File: src/rtl/bmp_rgb565_pack.sv
// BMP (24-bit, bottom-up rows) to RGB565 packer.
// Skips the file header, drops per-row padding, assembles B,G,R triplets
// from 16-bit read words and emits one RGB565 pixel per strobe.
module bmp_rgb565_pack #(
  parameter int unsigned H_PIX     = 1024,
  parameter int unsigned V_PIX     = 768,
  parameter int unsigned HDR_BYTES = 54
) (
  input  logic        clk,
  input  logic        rst_n,
  input  logic        start,
  input  logic        rd_val_en,
  input  logic [15:0] rd_val_data,
  output logic        pix_en,
  output logic [15:0] pix_data,
  output logic        busy,
  output logic        frame_done
);

  localparam int unsigned ROW_BYTES = H_PIX * 3;
  localparam int unsigned ROW_PAD   = (4 - (ROW_BYTES % 4)) % 4;
  localparam int unsigned ROW_TOT   = ROW_BYTES + ROW_PAD;
  localparam int unsigned PIX_NUM   = H_PIX * V_PIX;
  localparam int unsigned HDR_WORDS = HDR_BYTES / 2;
  localparam int unsigned HW        = $clog2(HDR_WORDS + 2);
  localparam int unsigned RW        = $clog2(ROW_TOT + 2);

  typedef enum logic [1:0] {
    IDLE   = 2'd0,
    HEADER = 2'd1,
    PIXEL  = 2'd2,
    DONE   = 2'd3
  } state_t;

  state_t        state_q, state_d;
  logic [HW-1:0] hdr_cnt_q, hdr_cnt_d;
  logic [RW-1:0] row_cnt_q, row_cnt_d;
  logic [23:0]   pix_cnt_q, pix_cnt_d;
  logic [1:0]    phase_q, phase_d;
  logic [7:0]    b_q, b_d;
  logic [7:0]    g_q, g_d;
  logic          pix_en_q, pix_en_d;
  logic [15:0]   pix_data_q, pix_data_d;
  logic          busy_q, busy_d;
  logic          frame_done_q, frame_done_d;

  logic [7:0]    byte_v;
  logic          fin;

  // State and datapath registers with synchronous active-low reset.
  always_ff @(posedge clk) begin
    if (!rst_n) begin
      state_q      <= IDLE;
      hdr_cnt_q    <= '0;
      row_cnt_q    <= '0;
      pix_cnt_q    <= '0;
      phase_q      <= '0;
      b_q          <= '0;
      g_q          <= '0;
      pix_en_q     <= 1'b0;
      pix_data_q   <= '0;
      busy_q       <= 1'b0;
      frame_done_q <= 1'b0;
    end else begin
      state_q      <= state_d;
      hdr_cnt_q    <= hdr_cnt_d;
      row_cnt_q    <= row_cnt_d;
      pix_cnt_q    <= pix_cnt_d;
      phase_q      <= phase_d;
      b_q          <= b_d;
      g_q          <= g_d;
      pix_en_q     <= pix_en_d;
      pix_data_q   <= pix_data_d;
      busy_q       <= busy_d;
      frame_done_q <= frame_done_d;
    end
  end

  // Next-state logic: header skip, per-byte pixel assembly and pad dropping.
  always_comb begin
    state_d      = state_q;
    hdr_cnt_d    = hdr_cnt_q;
    row_cnt_d    = row_cnt_q;
    pix_cnt_d    = pix_cnt_q;
    phase_d      = phase_q;
    b_d          = b_q;
    g_d          = g_q;
    pix_en_d     = 1'b0;
    pix_data_d   = pix_data_q;
    frame_done_d = 1'b0;
    // busy drops one cycle after the final pixel, as state has left PIXEL
    busy_d       = (state_q == HEADER) || (state_q == PIXEL);
    byte_v       = '0;
    fin          = 1'b0;

    if (start) begin
      state_d   = (HDR_WORDS == 0) ? PIXEL : HEADER;
      hdr_cnt_d = '0;
      row_cnt_d = '0;
      pix_cnt_d = '0;
      phase_d   = '0;
      b_d       = '0;
      g_d       = '0;
      busy_d    = 1'b1;
    end else if (rd_val_en) begin
      case (state_q)
        HEADER: begin
          hdr_cnt_d = hdr_cnt_q + HW'(1);
          if (hdr_cnt_q == HW'(HDR_WORDS - 1)) begin
            state_d = PIXEL;
          end
        end
        PIXEL: begin
          // Both bytes of the word are walked in file order; the _d copies
          // carry phase/row position from the high byte into the low byte.
          for (int unsigned i = 0; i < 2; i++) begin
            if (!fin) begin
              byte_v = (i == 0) ? rd_val_data[15:8] : rd_val_data[7:0];
              if (row_cnt_d < RW'(ROW_BYTES)) begin
                case (phase_d)
                  2'd0: begin
                    b_d     = byte_v;
                    phase_d = 2'd1;
                  end
                  2'd1: begin
                    g_d     = byte_v;
                    phase_d = 2'd2;
                  end
                  default: begin
                    pix_en_d   = 1'b1;
                    pix_data_d = {byte_v[7:3], g_d[7:2], b_d[7:3]};
                    phase_d    = 2'd0;
                    pix_cnt_d  = pix_cnt_d + 24'd1;
                    if (pix_cnt_d == 24'(PIX_NUM)) begin
                      fin          = 1'b1;
                      frame_done_d = 1'b1;
                      state_d      = DONE;
                    end
                  end
                endcase
              end
              row_cnt_d = (row_cnt_d == RW'(ROW_TOT - 1)) ? '0 : row_cnt_d + RW'(1);
            end
          end
        end
        default: begin
        end
      endcase
    end
  end

  assign pix_en     = pix_en_q;
  assign pix_data   = pix_data_q;
  assign busy       = busy_q;
  assign frame_done = frame_done_q;

endmodule
File: config.mk
export PLATFORM = sky130hd
export DESIGN_NAME = bmp_rgb565_pack
export DESIGN_NICKNAME = d
export VERILOG_FILES = /design/src/rtl/bmp_rgb565_pack.sv
export SDC_FILE = /design/constraint.sdc
export NUM_CORES = 1
export LEC_CHECK = 0
export CAP_MARGIN = 10
export CORE_MARGIN = 5
export CORE_UTILIZATION = 35
export DETAILED_ROUTE_END_ITERATION = 16
export SYNTH_ARGS = -nofsm -noshare
export SYNTH_HDL_FRONTEND = slang
export SYNTH_SLANG_ARGS = --single-unit
File: constraint.sdc
create_clock -name clk -period 9.8 [get_ports clk]
set_input_delay 1.96 -clock clk [delete_from_list [all_inputs] [get_ports clk]]
set_output_delay 1.96 -clock clk [all_outputs]
set_load 0.03 [all_outputs]
==> flow_summary.yaml <==
run_status:
  outcome: "finished clean"
clock_tree:
  cts.root.buffer_cell: "sky130_fd_sc_hd__clkbuf_16"
  cts_buffer_depth: 2
  tritoncts: "done"
  cts.sinks: 75
  cts.reportedPaths.clkPinSlew_ps: 60
  insertion_delay_ps: 350
  cts_hold_repair.buffers: 0
  post-cts-setup-buffers: 0
  cts_made_buffers: 9
  htree_levels: 3
  cts_repair_resize_count: 0
logic_synthesis:
  yosysTopAreaCellShare: 0.259
  post-synth-top-area-cell: "sky130_fd_sc_hd__dfxtp_1"
  synthesis.nets: 814
  synth.yosys.seq_area_share: 0.259
  synth_cell_type_count: 73
  synth_edf_count: 0
  postSynth.topFlopCell: "sky130_fd_sc_hd__dfxtp_1"
  syn_avg_cell_area_um2: 7.38
  synth_instances: 786
  synth.ff_latch_count: 75
  ys_top_cells_by_area: "sky130_fd_sc_hd__dfxtp_1 (26%), sky130_fd_sc_hd__xnor2_1 (5.7%), sky130_fd_sc_hd__a21oi_1 (5.0%), sky130_fd_sc_hd__nor2_1 (5.0%), sky130_fd_sc_hd__o21ai_0 (4.4%)"
  synthesis.yosys.warnings: 0
  postSynth.asyncResetShare: 0
  netlist_area_um2: 5800
die:
  core_area_um2: 16400
  io_pins: 39
  die_area_um2: 19200
  chipHeight_um: 139
  die_width_um: 139
  row_count: 47
  starting_density_of_the_core: 0.353
route:
  post_drt_via_cell_ratio: 5.87
  drt_drc_violations_left: 0
  num_vias: 5874
  drtIter0Drc: 679
  wire_per_inst_um: 16.7
  dr.pass1.iters: 8
  drtAntennaViolNets: 0
  route.final.wire_length_um: 16700
global_route:
  global_route_wire_length_before_repair_um: 27600
  grt_util_all_layers: 0.168
  grt.met1_usage: 0.224
  gr-max-usage-layer: "met2"
  grtUsageMet2: 0.274
  grt_remaining_overflow: 0
  globalRouteMet3Util: 0.0345
  first_global_vias: 5395
  largest_net_degree_at_the_start_of_global_routing: 52
  grt_antenna_before_repair: 0
sta:
  finalWorstPathRequiredPeriod_ps: 4590
  grt_setup_unrepaired: "no"
  max_slew_vio_count: 0
  clock-skew-final_ps: 7.09
  report.final.hold_viol_count: 0
  post-route-worst-setup-slack_ps: 5210
  final.period_utilization: 0.468
  final_setup_violating_endpoints: 0
  tns_ps: 0
  relSlewSlack: 0.275
  timing_worst_slew_pin_value_ps: 1080
  max_freq_ghz: 0.218
critical_path:
  worstSetupPathType: "reg2reg"
  critPathMaxFanout: 21
  critPathCaptureType: "flip-flop"
  timing.critical_path.from_type: "flip-flop"
  required_time_of_the_critical_path_ps: 10090
  regToRegSetupSlack_ps: 5210
  critPathArrivalTime_ps: 4880
min_path:
  hp-class: "reg2reg"
cells_and_area:
  num_antenna_cells: 0
  flow.area_growth_from_synthesis_pct: 12.8
  drive_gt1_frac: 0.0538
  post_layout_net_count: 803
flow_run:
  drv_cap: 0
placed_design:
  dpl.hpwl_um: 11700
  buffer_ports.inserted: 34
  dpl_worst_slack_ps: 5280
  place.gp.congestion: 0.919
power:
  vdd_ir_drop_max_uv: 79.6
  power-per-cell-area_nw_per_um2: 111
  leakagePower_nw: 1.92
-- metal layers --
layer,up-vias,share of wire
met1,2746,0.48
met4,0,0.017
li1,2897,-
met2,204,0.45
met5,-,0
met3,27,0.056
-- cell type report --
type                       instances  area, um2
fill                            1693       9870
multi-input combinational        634       3970
sequential                        75       1500
timing repair buffer              40        385
tap                              220        275
clock buffer                       9        225
clock inverter                     7        124
inverter                          15       56.3
-- final timing paths --
check	start	endpoint	cells past startpoint
max reg2reg	phase_q[1]	frame_done	11
min	state_q[1]	state_q[1]	2
max	phase_q[1]	frame_done	11
min reg2reg	state_q[1]	state_q[1]	2
-- layout by cell type, fill, tap and decap left out, drive strengths merged, types with 4 or more instances in the layout --
| master | instances |
|---|---|
| nor2 | 77 |
| ha | 8 |
| or4 | 5 |
| xnor2 | 38 |
| clkbuf | 9 |
| o21ai | 52 |
| xor2 | 27 |
| o21a | 5 |
| or2 | 7 |
| o31a | 9 |
| a21oi | 58 |
| o22ai | 23 |
| clkdlybuf4s50 | 34 |
| nor4 | 25 |
| nand2 | 56 |
| nand3b | 6 |
| o22a | 7 |
| nor3 | 27 |
| nand3 | 22 |
| mux2i | 9 |
| a22oi | 10 |
| buf | 6 |
| nand4 | 20 |
| and4 | 5 |
| nor3b | 4 |
| dfxtp | 75 |
| inv | 16 |
| and2 | 11 |
| a31oi | 13 |
| nor2b | 11 |
| a21boi | 4 |
| or3 | 19 |
| a211oi | 13 |
| and3 | 8 |
-- where the power goes --
part	switching (mW)	internal, mW	leakage (nW)
Clock	0.144	0.251	0.166
Combinational	0.0129	0.00990	1.15
Sequential	0.000495	0.305	0.604
-- worst max-delay path, cell delays in order (launching register included) --
cell	delay [ps]
sky130_fd_sc_hd__dfxtp_1	610
sky130_fd_sc_hd__a21bo_1	390
sky130_fd_sc_hd__buf_4	280
sky130_fd_sc_hd__or4_4	660
sky130_fd_sc_hd__or3_1	390
sky130_fd_sc_hd__a211o_1	420
sky130_fd_sc_hd__nor3_2	400
sky130_fd_sc_hd__nand2_1	170
sky130_fd_sc_hd__mux2_2	320
sky130_fd_sc_hd__or4b_1	510
sky130_fd_sc_hd__nor4_1	230
sky130_fd_sc_hd__o21ba_1	150
-- logic make-up (layout without fill, tap and decap cells) --
group           count (synthesis)  after routing  share of synthesized area
xor+xnor                       65             65                     0.0982
flops                          75             75                      0.259
buf+inv                        77             71                     0.0559
compound gates                233            233                      0.259
mux                            11             11                     0.0194
fa+ha+maj                       8              8                     0.0173
simple gates                  317            317                      0.292
-- flip-flops by register name, indices dropped and copies added, names as in the netlist --
register	count
state_q	2
pix_data	16
pix_en	1
b_q	5
hdr_cnt_q	5
frame_done	1
pix_cnt_q	24
g_q	6
busy	1
phase_q	2
row_cnt_q	12
-- per-stage QoR --
step                power (mW)  instance area [um2]  instances  hold slack, ps   util
finish                   0.723                 6540       1000             513  0.399
global route             0.745                 6540       1000             534  0.399
CTS                      0.732                 6540       1000             510  0.399
detailed placement       0.335                 6190        984             496  0.377
global placement         0.335                 6190        984             481  0.377
floorplan                0.323                 5800        786             461      -
-- Yosys cell counts, types with 7 or more instances --
cell	count
sky130_fd_sc_hd__a211oi_1	13
sky130_fd_sc_hd__a21oi_1	58
sky130_fd_sc_hd__a22oi_1	10
sky130_fd_sc_hd__a31oi_1	13
sky130_fd_sc_hd__and2_1	10
sky130_fd_sc_hd__and3_1	8
sky130_fd_sc_hd__buf_2	10
sky130_fd_sc_hd__clkbuf_1	42
sky130_fd_sc_hd__dfxtp_1	75
sky130_fd_sc_hd__ha_1	8
sky130_fd_sc_hd__inv_1	15
sky130_fd_sc_hd__mux2i_1	9
sky130_fd_sc_hd__nand2_1	56
sky130_fd_sc_hd__nand3_1	21
sky130_fd_sc_hd__nand4_1	20
sky130_fd_sc_hd__nor2_1	77
sky130_fd_sc_hd__nor2b_1	11
sky130_fd_sc_hd__nor3_1	25
sky130_fd_sc_hd__nor4_1	23
sky130_fd_sc_hd__o21ai_0	51
sky130_fd_sc_hd__o22a_1	7
sky130_fd_sc_hd__o22ai_1	23
sky130_fd_sc_hd__o31a_1	9
sky130_fd_sc_hd__or3_1	19
sky130_fd_sc_hd__xnor2_1	38
sky130_fd_sc_hd__xor2_1	27
No activity file was read; power rests on OpenSTA's default activity.
